`config.mk`:
```
export PLATFORM = sky130hd
export DESIGN_NAME = led_pwm_ctrl
export DESIGN_NICKNAME = d
export VERILOG_FILES = /design/src/rtl/led_pwm_pkg.sv /design/src/rtl/led_pwm_ctrl_sync_2ff.sv /design/src/rtl/led_pwm_ctrl.sv
export SDC_FILE = /design/constraint.sdc
export NUM_CORES = 1
export LEC_CHECK = 0
export ABC_AREA = 1
export CAP_MARGIN = 15
export CORE_MARGIN = 2
export CORE_UTILIZATION = 47
export CTS_CLUSTER_DIAMETER = 150
export CTS_CLUSTER_SIZE = 16
export DETAILED_ROUTE_END_ITERATION = 10
export GPL_TIMING_DRIVEN = 0
export PLACE_DENSITY = 0.74
export SLEW_MARGIN = 20
export SYNTH_ARGS = -nofsm -noshare
export SYNTH_HDL_FRONTEND = slang
export SYNTH_SLANG_ARGS = --single-unit
export TNS_END_PERCENT = 5
```
`constraint.sdc`:
```
create_clock -name clk -period 7.8 [get_ports clk]
set_input_delay 1.56 -clock clk [delete_from_list [all_inputs] [get_ports clk]]
set_output_delay 1.56 -clock clk [all_outputs]
set_load 0.005 [all_outputs]
```
`src/rtl/led_pwm_pkg.sv`:
```
// Shared constants and enums for the LED PWM controller slice.
// The breathe feature is compiled only when LED_PWM_BREATHE_EN is defined.
package led_pwm_pkg;

  localparam int DEF_NUM_CH   = 8;
  localparam int DEF_CNT_W    = 8;
  localparam int DEF_PRESCALE = 4;

  typedef enum logic {
    MODE_DIRECT = 1'b0,
    MODE_PWM    = 1'b1
  } led_mode_e;

  typedef enum logic {
    DIR_UP   = 1'b0,
    DIR_DOWN = 1'b1
  } breathe_dir_e;

  // Prescaler register width; a PRESCALE of 1 still needs a 1-bit register.
  function automatic int presc_width(input int prescale);
    return (prescale > 1) ? $clog2(prescale) : 1;
  endfunction

endpackage

```
`src/rtl/led_pwm_ctrl_sync_2ff.sv`:
```
// Two-flop synchronizer for the asynchronous PWM/direct board switch.
module sync_2ff (
  input  logic clk_i,
  input  logic rst_i,
  input  logic d_i,
  output logic q_o
);

  logic ff1_q;
  logic ff2_q;

  always_ff @(posedge clk_i or posedge rst_i) begin
    if (rst_i) begin
      ff1_q <= 1'b0;
      ff2_q <= 1'b0;
    end else begin
      ff1_q <= d_i;
      ff2_q <= ff1_q;
    end
  end

  assign q_o = ff2_q;

endmodule

```
`src/rtl/led_pwm_ctrl.sv`:
```
// Multi-channel LED PWM controller with shadowed duty registers and a synced mode switch.
// Optional per-channel breathe mode is compiled in when LED_PWM_BREATHE_EN is defined.
module led_pwm_ctrl
  import led_pwm_pkg::*;
#(
  parameter int NUM_CH   = DEF_NUM_CH,
  parameter int CNT_W    = DEF_CNT_W,
  parameter int PRESCALE = DEF_PRESCALE
) (
  input  logic              clk,
  input  logic              reset,
  input  logic              wr_valid,
  output logic              wr_ready,
  input  logic [4:0]        wr_addr,
  input  logic [CNT_W-1:0]  wr_data,
  output logic              wr_err,
  input  logic [NUM_CH-1:0] direct_leds,
  input  logic              sel_pwm,
  input  logic [NUM_CH-1:0] breathe_mask,
  output logic [NUM_CH-1:0] leds,
  output logic              period_tick
);

  localparam int               PW         = presc_width(PRESCALE);
  localparam logic [PW-1:0]    PRESC_LAST = PW'(PRESCALE - 1);
  localparam logic [CNT_W-1:0] CNT_MAX    = '1;
  localparam logic [5:0]       NUM_CH_L   = 6'(NUM_CH);

  logic [PW-1:0]     presc_q, presc_d;
  logic [CNT_W-1:0]  cnt_q, cnt_d;
  logic              step;
  logic              wrap;
  logic              wr_ok;
  logic              wr_bad;
  logic [CNT_W-1:0]  shadow_q [NUM_CH];
  logic [CNT_W-1:0]  active_q [NUM_CH];
  logic [NUM_CH-1:0] pwm;
  logic [NUM_CH-1:0] leds_q, leds_d;
  logic              period_tick_q;
  logic              wr_err_q, wr_err_d;
  logic              sel_sync;
  led_mode_e         mode;

  sync_2ff u_sel_sync (
    .clk_i (clk),
    .rst_i (reset),
    .d_i   (sel_pwm),
    .q_o   (sel_sync)
  );

  // Handshake: wr_ready is constantly 1, so every cycle with wr_valid=1 is an accepted write.
  always_comb begin
    step     = (presc_q == PRESC_LAST);
    presc_d  = step ? '0 : presc_q + 1'b1;
    cnt_d    = step ? cnt_q + 1'b1 : cnt_q;
    wrap     = step && (cnt_q == CNT_MAX);
    wr_ok    = wr_valid && ({1'b0, wr_addr} < NUM_CH_L);
    wr_bad   = wr_valid && !({1'b0, wr_addr} < NUM_CH_L);
    wr_err_d = wr_err_q | wr_bad;
    mode     = led_mode_e'(sel_sync);
    pwm      = '0;
    for (int i = 0; i < NUM_CH; i++) begin
      pwm[i] = (cnt_q < active_q[i]);
    end
    leds_d = (mode == MODE_PWM) ? pwm : direct_leds;
  end

  always_ff @(posedge clk or posedge reset) begin
    if (reset) begin
      presc_q       <= '0;
      cnt_q         <= '0;
      leds_q        <= '0;
      period_tick_q <= 1'b0;
      wr_err_q      <= 1'b0;
    end else begin
      presc_q       <= presc_d;
      cnt_q         <= cnt_d;
      leds_q        <= leds_d;
      period_tick_q <= wrap;
      wr_err_q      <= wr_err_d;
    end
  end

  always_ff @(posedge clk or posedge reset) begin
    if (reset) begin
      for (int i = 0; i < NUM_CH; i++) begin
        shadow_q[i] <= '0;
      end
    end else begin
      for (int i = 0; i < NUM_CH; i++) begin
        if (wr_ok && (wr_addr == 5'(i))) begin
          shadow_q[i] <= wr_data;
        end
      end
    end
  end

  // Active duties change only on the wrap edge; a same-edge write is seen next period.
`ifdef LED_PWM_BREATHE_EN
  breathe_dir_e dir_q [NUM_CH];

  always_ff @(posedge clk or posedge reset) begin
    if (reset) begin
      for (int i = 0; i < NUM_CH; i++) begin
        active_q[i] <= '0;
        dir_q[i]    <= DIR_UP;
      end
    end else if (wrap) begin
      for (int i = 0; i < NUM_CH; i++) begin
        if (breathe_mask[i]) begin
          if (dir_q[i] == DIR_UP) begin
            if (active_q[i] == CNT_MAX) begin
              dir_q[i]    <= DIR_DOWN;
              active_q[i] <= active_q[i] - 1'b1;
            end else begin
              active_q[i] <= active_q[i] + 1'b1;
            end
          end else begin
            if (active_q[i] == '0) begin
              dir_q[i]    <= DIR_UP;
              active_q[i] <= active_q[i] + 1'b1;
            end else begin
              active_q[i] <= active_q[i] - 1'b1;
            end
          end
        end else begin
          active_q[i] <= shadow_q[i];
        end
      end
    end
  end
`else
  logic unused_breathe_mask;
  assign unused_breathe_mask = ^breathe_mask;

  always_ff @(posedge clk or posedge reset) begin
    if (reset) begin
      for (int i = 0; i < NUM_CH; i++) begin
        active_q[i] <= '0;
      end
    end else if (wrap) begin
      for (int i = 0; i < NUM_CH; i++) begin
        active_q[i] <= shadow_q[i];
      end
    end
  end
`endif

  assign wr_ready    = 1'b1;
  assign wr_err      = wr_err_q;
  assign leds        = leds_q;
  assign period_tick = period_tick_q;

endmodule

```
==> results of run 1 <==
-- logic make-up (layout without fill, tap and decap cells) --
logic type                 after synthesis  count (layout)  synth area share
and+or+nand+nor                        271             271             0.150
xor gates and xnor gates                 7               7           0.00816
AOI/OAI and AO/OA                      161             161             0.133
buffers and inverters                  181             239             0.113
DFF                                    150             150             0.499
other                                    1               1          0.000499
adders and majority gates               58              58            0.0966
-- worst paths after layout --
check / start / to / slack (ns) / cells after the start
worst max-delay path: wr_err / wr_err / 4.87 / 1
worst min-delay path: u_sel_sync.ff1_q / u_sel_sync.q_o / 0.37 / 0
worst max register to register: cnt_q[1] / active_q[8] / 5.70 / 8
worst min register to register: u_sel_sync.ff1_q / u_sel_sync.q_o / 0.37 / 0
max in group asynchronous: reset / leds[6] / 5.47 / 3
min in group asynchronous: reset / u_sel_sync.ff1_q / 1.51 / 2
-- sequential cells by signal, summed over array words and instances, names as in the netlist, 2 cells and up --
register and count:
active_q 64, presc_q 2, cnt_q 8, leds 8
shadow_q 64
-- synth_stat cells --
cell type  instances  area share
o21bai_1           1      0.0010
clkinv_1           1     0.00050
nor2_4             9       0.013
o21ai_2           50       0.058
xnor2_1            2      0.0023
buf_6             21       0.031
dfrtp_1          150        0.50
ha_1              58       0.097
conb_1             1     0.00050
inv_1            148       0.074
buf_4              1      0.0010
buf_2              4      0.0027
nor2_1            19      0.0095
nand2_4            2      0.0030
nand2_1          235        0.12
clkbuf_1           6      0.0030
nor3_2             1      0.0013
a21oi_1           24       0.016
nand4_4            1      0.0028
o21ai_0           72       0.048
o21ai_1           14      0.0093
nand2_2            1     0.00083
nor3_1             1     0.00067
xor2_1             5      0.0058
nand3_1            2      0.0013
-- where the power goes --
group	internal (W)	total, W	switching [W]	leakage, nW
Clock	0.000490	0.000798	0.000308	0.292
Sequential	0.000858	0.000879	0.0000206	1.89
Combinational	0.0000477	0.000157	0.000110	2.07
Total	0.00140	0.00183	0.000438	4.25
-- layer usage --
metal	vias to the layer above	global-route usage
li1	2659	-
met5	-	0
met3	30	0.0489
met1	2625	0.282
met4	0	0.0763
met2	123	0.344
-- stage by stage --
step	area, µm²	util	instances	worst slack [ns]
2_1_floorplan	7520	-	829	2.20
3_3_place_gp	8050	0.510	1071	0.226
3_5_place_dp	8080	0.512	1072	4.55
4_1_cts	8660	0.549	1103	4.83
5_1_grt	8660	0.549	1103	4.83
6_report	8660	0.549	1103	4.87
-- cell type report --
cell class              count  area (µm²)
fillers                  1430        7110
flip-flops and latches    150        3750
repair buffers             27         288
inverters                 149         567
multi-input cells         498        2920
plain buffers              32         287
well taps                 216         270
clock buffers              21         470
clock inverters            10         104
-- layout by cell type (no fill, tap or decap), types with 17 or more instances in the layout --
master,count
clkbuf_16,17
nand2_1,235
o21ai_2,50
nor2_1,19
dfrtp_1,150
clkdlybuf4s50_1,26
ha_1,58
a21oi_1,24
buf_6,21
o21ai_0,72
inv_1,147
==> results.yml, run 1 <==
drt:
  vias: 5437
  drc: 0
  met1_length_um: 7550
  wl_met3_um: 805
  drt_wl_total_um: 16600
  drt_iter0_markers: 409
  top_layer: "met4"
  wl_met2_um: 7840
  viasPerCell: 4.93
  wl_per_cell_um: 15.0
  drtPass1Iterations: 5
  ant_nets: 0
clock_network:
  cts_setup_buffers: 0
  clk_path_buf_depth: 2
  postCtsHoldBufs: 0
  cts_tree: "yes"
  clk-insertion-delay-late_ns: 0.43
  cts_made_buffers: 17
  cts-htree-levels: 4
  clock_sinks: 150
  clk_pin_slew_ns: 0.06
  clock-root-buffer: "clkbuf_16"
  cts_resized: 0
timing:
  hold_violations: 0
  rsz0062_at_grt: "false"
  setup_viol: 0
  clock_skew_ns: 0.00529
  period_share: 0.376
  min_period_ns: 2.93
  worstMarginPinSlew_ns: 0.919
  relSlewSlack: 0.387
  holdWs_ns: 0.366
  timing.fmax_mhz: 341
  setup_tns_ns: 0
  drv_slew: 0
worst_setup_path:
  path_cells: "clkdlybuf4s50_1"
  worstPathArrival_ns: 1.37
  cp_top_family: "buffers and inverters"
  crit_slowest_cell: "clkdlybuf4s50_1"
  path_max_fanout: 2
  path_class: "reg2out"
  start_kind: "flip-flop"
  cp_num_buf_inv: 1
  endpoint_kind: "output port"
  slowest_delay_ns: 0.55
  critPathRequiredTime_ns: 6.24
logic_synthesis:
  ys_types: 25
  ys_seq_elements: 150
  ys.warnings.count: 0
  synthCells: 829
  avgSynthCellArea_um2: 9.07
  synth.yosys.seq_area_share: 0.499
  syn_area_um2: 7520
  syn-num-nets: 920
floorplan:
  core_area_um2: 15800
  start_util: 0.477
  fp-row-count: 46
  die_area_um2: 17000
  die_x_um: 130
  dieHeight_um: 130
  boundaryPins: 44
global_routing:
  antenna_found_initial: 0
  grt_max_degree: 108
  grt_pass1_vias: 5359
  gr-total-overflow: 0
  grt_pass1_wl_um: 26900
  grt_use_total: 0.212
final_layout:
  area_delta_synth_final_pct: 15.2
  antenna_cells: 0
  drive_gt1_frac: 0.138
  final_net_count: 966
placement:
  hpwl_um: 11000
  globalplace.congestion: 0.773
  io_buffers: 26
worst_hold_path:
  hold_path.class: "reg2reg"
power:
  total_leakage_power_nw: 4.25
  finalPower_w: 0.00183
  ir_worst_vdd_mv: 0.186
  powerDensity_nw_per_um2: 212
outcome:
  status: "finished clean"
job:
  maxCapViolCount: 0
No activity file was read; power rests on OpenSTA's default activity.
==> run 2: changes to the inputs <==
==> constraint.sdc (replaced) <==
create_clock -name clk -period 3 [get_ports clk]
set_input_delay 0.6 -clock clk [delete_from_list [all_inputs] [get_ports clk]]
set_output_delay 0.6 -clock clk [all_outputs]
set_load 0.005 [all_outputs]
==> run 2 against run 1 <==
Wire length grew 1.4%. Sequential power rose to 2.6 times the previous value. Largest power group is now clock. Combinational power rose to 2.7 times the previous value.
==> results.yml, run 2 (synthesized netlist as in run 1, its figures left out) <==
outcome:
  status: "finished clean"
drt:
  drtPass1Iterations: 5
  viasPerCell: 4.93
  drt_iter0_markers: 374
  top_layer: "met4"
  met1_length_um: 7490
  wl_met3_um: 891
  drt_wl_total_um: 16800
  vias: 5458
  drc: 0
  ant_nets: 0
  wl_met2_um: 7870
  wl_per_cell_um: 15.2
final_layout:
  antenna_cells: 0
  mostFrequentLayoutCell: "nand2_1"
  final_net_count: 970
  area_delta_synth_final_pct: 17.4
  drive_gt1_frac: 0.141
  fin_cells: 1108
  top_regs: "active_q (64), shadow_q (64)"
  final_core_util: 0.560
  mostFrequentLayoutCells: "nand2_1, dfrtp_1, inv_1"
timing:
  timing.fmax_mhz: 464
  hold_violations: 0
  setup_viol: 0
  drv_slew: 0
  rsz0062_at_grt: "false"
  worstMarginPinSlew_ns: 0.924
  worst_slack_ns: 0.846
  clock_skew_ns: 0.00605
  period_share: 0.718
  relSlewSlack: 0.384
  min_period_ns: 2.15
placement:
  globalplace.congestion: 0.768
  io_buffers: 26
  hpwl_um: 11200
  dp_slack_ns: 0.717
  place_inst: 1076
worst_setup_path:
  slowest_delay_ns: 0.82
  path_max_fanout: 11
  endpoint_kind: "flip-flop"
  path_class: "reg2reg"
  worstPathArrival_ns: 2.45
  critPathRequiredTime_ns: 3.30
  start_kind: "flip-flop"
  rr_worst_depth: 8
  crit_slowest_cell: "dfrtp_1"
  cp_common_cell: "buf_6"
  setup.worst_path.start: "cnt_q[1]"
  rr_startpoint: "cnt_q[1]"
  path_cells: "ha_1 > nand2_2 > nor2_4 > nand4_4 > buf_6 > buf_6 > nand2_1 > o21ai_1"
power:
  powerDensity_nw_per_um2: 574
  finalPower_w: 0.00506
  total_leakage_power_nw: 4.32
  ir_worst_vdd_mv: 0.403
global_routing:
  gr-total-overflow: 0
  grt_use_total: 0.220
  grt_max_degree: 34
  grt_pass1_vias: 5375
  grt_pass1_wl_um: 27800
  antenna_found_initial: 0
clock_network:
  clk_pin_slew_ns: 0.06
  clk-insertion-delay-late_ns: 0.43
  cts-htree-levels: 4
  cts_setup_buffers: 0
  clock-root-buffer: "clkbuf_16"
  clk_path_buf_depth: 2
  postCtsHoldBufs: 0
  cts_resized: 0
  cts_tree: "yes"
  cts_made_buffers: 17
  clock_sinks: 150
worst_hold_path:
  hold-path-cell-count: 0
  holdCritStartpoint: "u_sel_sync.ff1_q"
  hold_path.class: "reg2reg"
floorplan:
  dieHeight_um: 130
  die_area_um2: 17000
  fp-row-count: 46
  core_area_um2: 15800
  boundaryPins: 44
  start_util: 0.477
  die_x_um: 130
job:
  maxCapViolCount: 0
-- run 2: changes by cell type in the layout (fill, tap and decap cells not counted), sizes merged --
cell / previous run / this run
clkbuf: 27 / 29
clkinvlp: 0 / 1
clkinv: 9 / 5
inv: 148 / 147
bufinv: 2 / 5
buf: 27 / 31
-- run 2: through the flow --
step | setup TNS, ns | instance area (µm²) | hold WS (ns)
after CTS | 0 | 8820 | 0.361
after global routing | 0 | 8820 | 0.378
after global placement | -115.24 | 8050 | 0.338
after floorplan | 0 | 7520 | 0.331
after detailed placement | 0 | 8170 | 0.336
final | 0 | 8820 | 0.357
-- run 2: area by class of cell --
| type | count | area [µm²] |
|---|---|---|
| sequential | 150 | 3750 |
| timing repair buffer | 31 | 375 |
| multi-input combinational | 498 | 2920 |
| clock inverter | 9 | 170 |
| inverter | 149 | 563 |
| clock buffer | 23 | 488 |
| buffer | 32 | 287 |
| tap | 216 | 270 |
| fill | 1398 | 6950 |
-- run 2: worst paths after layout --
path | end | slack, ns
worst max-delay path | active_q[8] | 0.85
worst min-delay path | u_sel_sync.q_o | 0.36
worst max register to register | active_q[8] | 0.85
worst min register to register | u_sel_sync.q_o | 0.36
max in group asynchronous | leds[6] | 1.47
min in group asynchronous | presc_q[1] | 0.58
-- run 2: layer usage --
metal  up-vias  GRT usage
met5         -          0
met4         0      0.100
met3        37     0.0480
met2       119      0.348
met1      2632      0.294
li1       2670          -
-- run 2: worst max-delay path, delay by kind of cell (launching register included) --
family / cells / cell delay [ns]
buffers and inverters: 2 / 0.37
AND/OR/NAND/NOR: 4 / 0.46
flip-flops: 1 / 0.82
adder cells (fa/ha/maj): 1 / 0.30
AO/OA/AOI/OAI: 1 / 0.06
-- run 2: report_power, final --
| group | leakage [nW] | internal, W | total, W | switching, W |
|---|---|---|---|---|
| Sequential | 1.89 | 0.00223 | 0.00229 | 0.0000536 |
| Clock | 0.327 | 0.00156 | 0.00235 | 0.000796 |
| Combinational | 2.10 | 0.000135 | 0.000425 | 0.000290 |
| Total | 4.32 | 0.00392 | 0.00506 | 0.00114 |
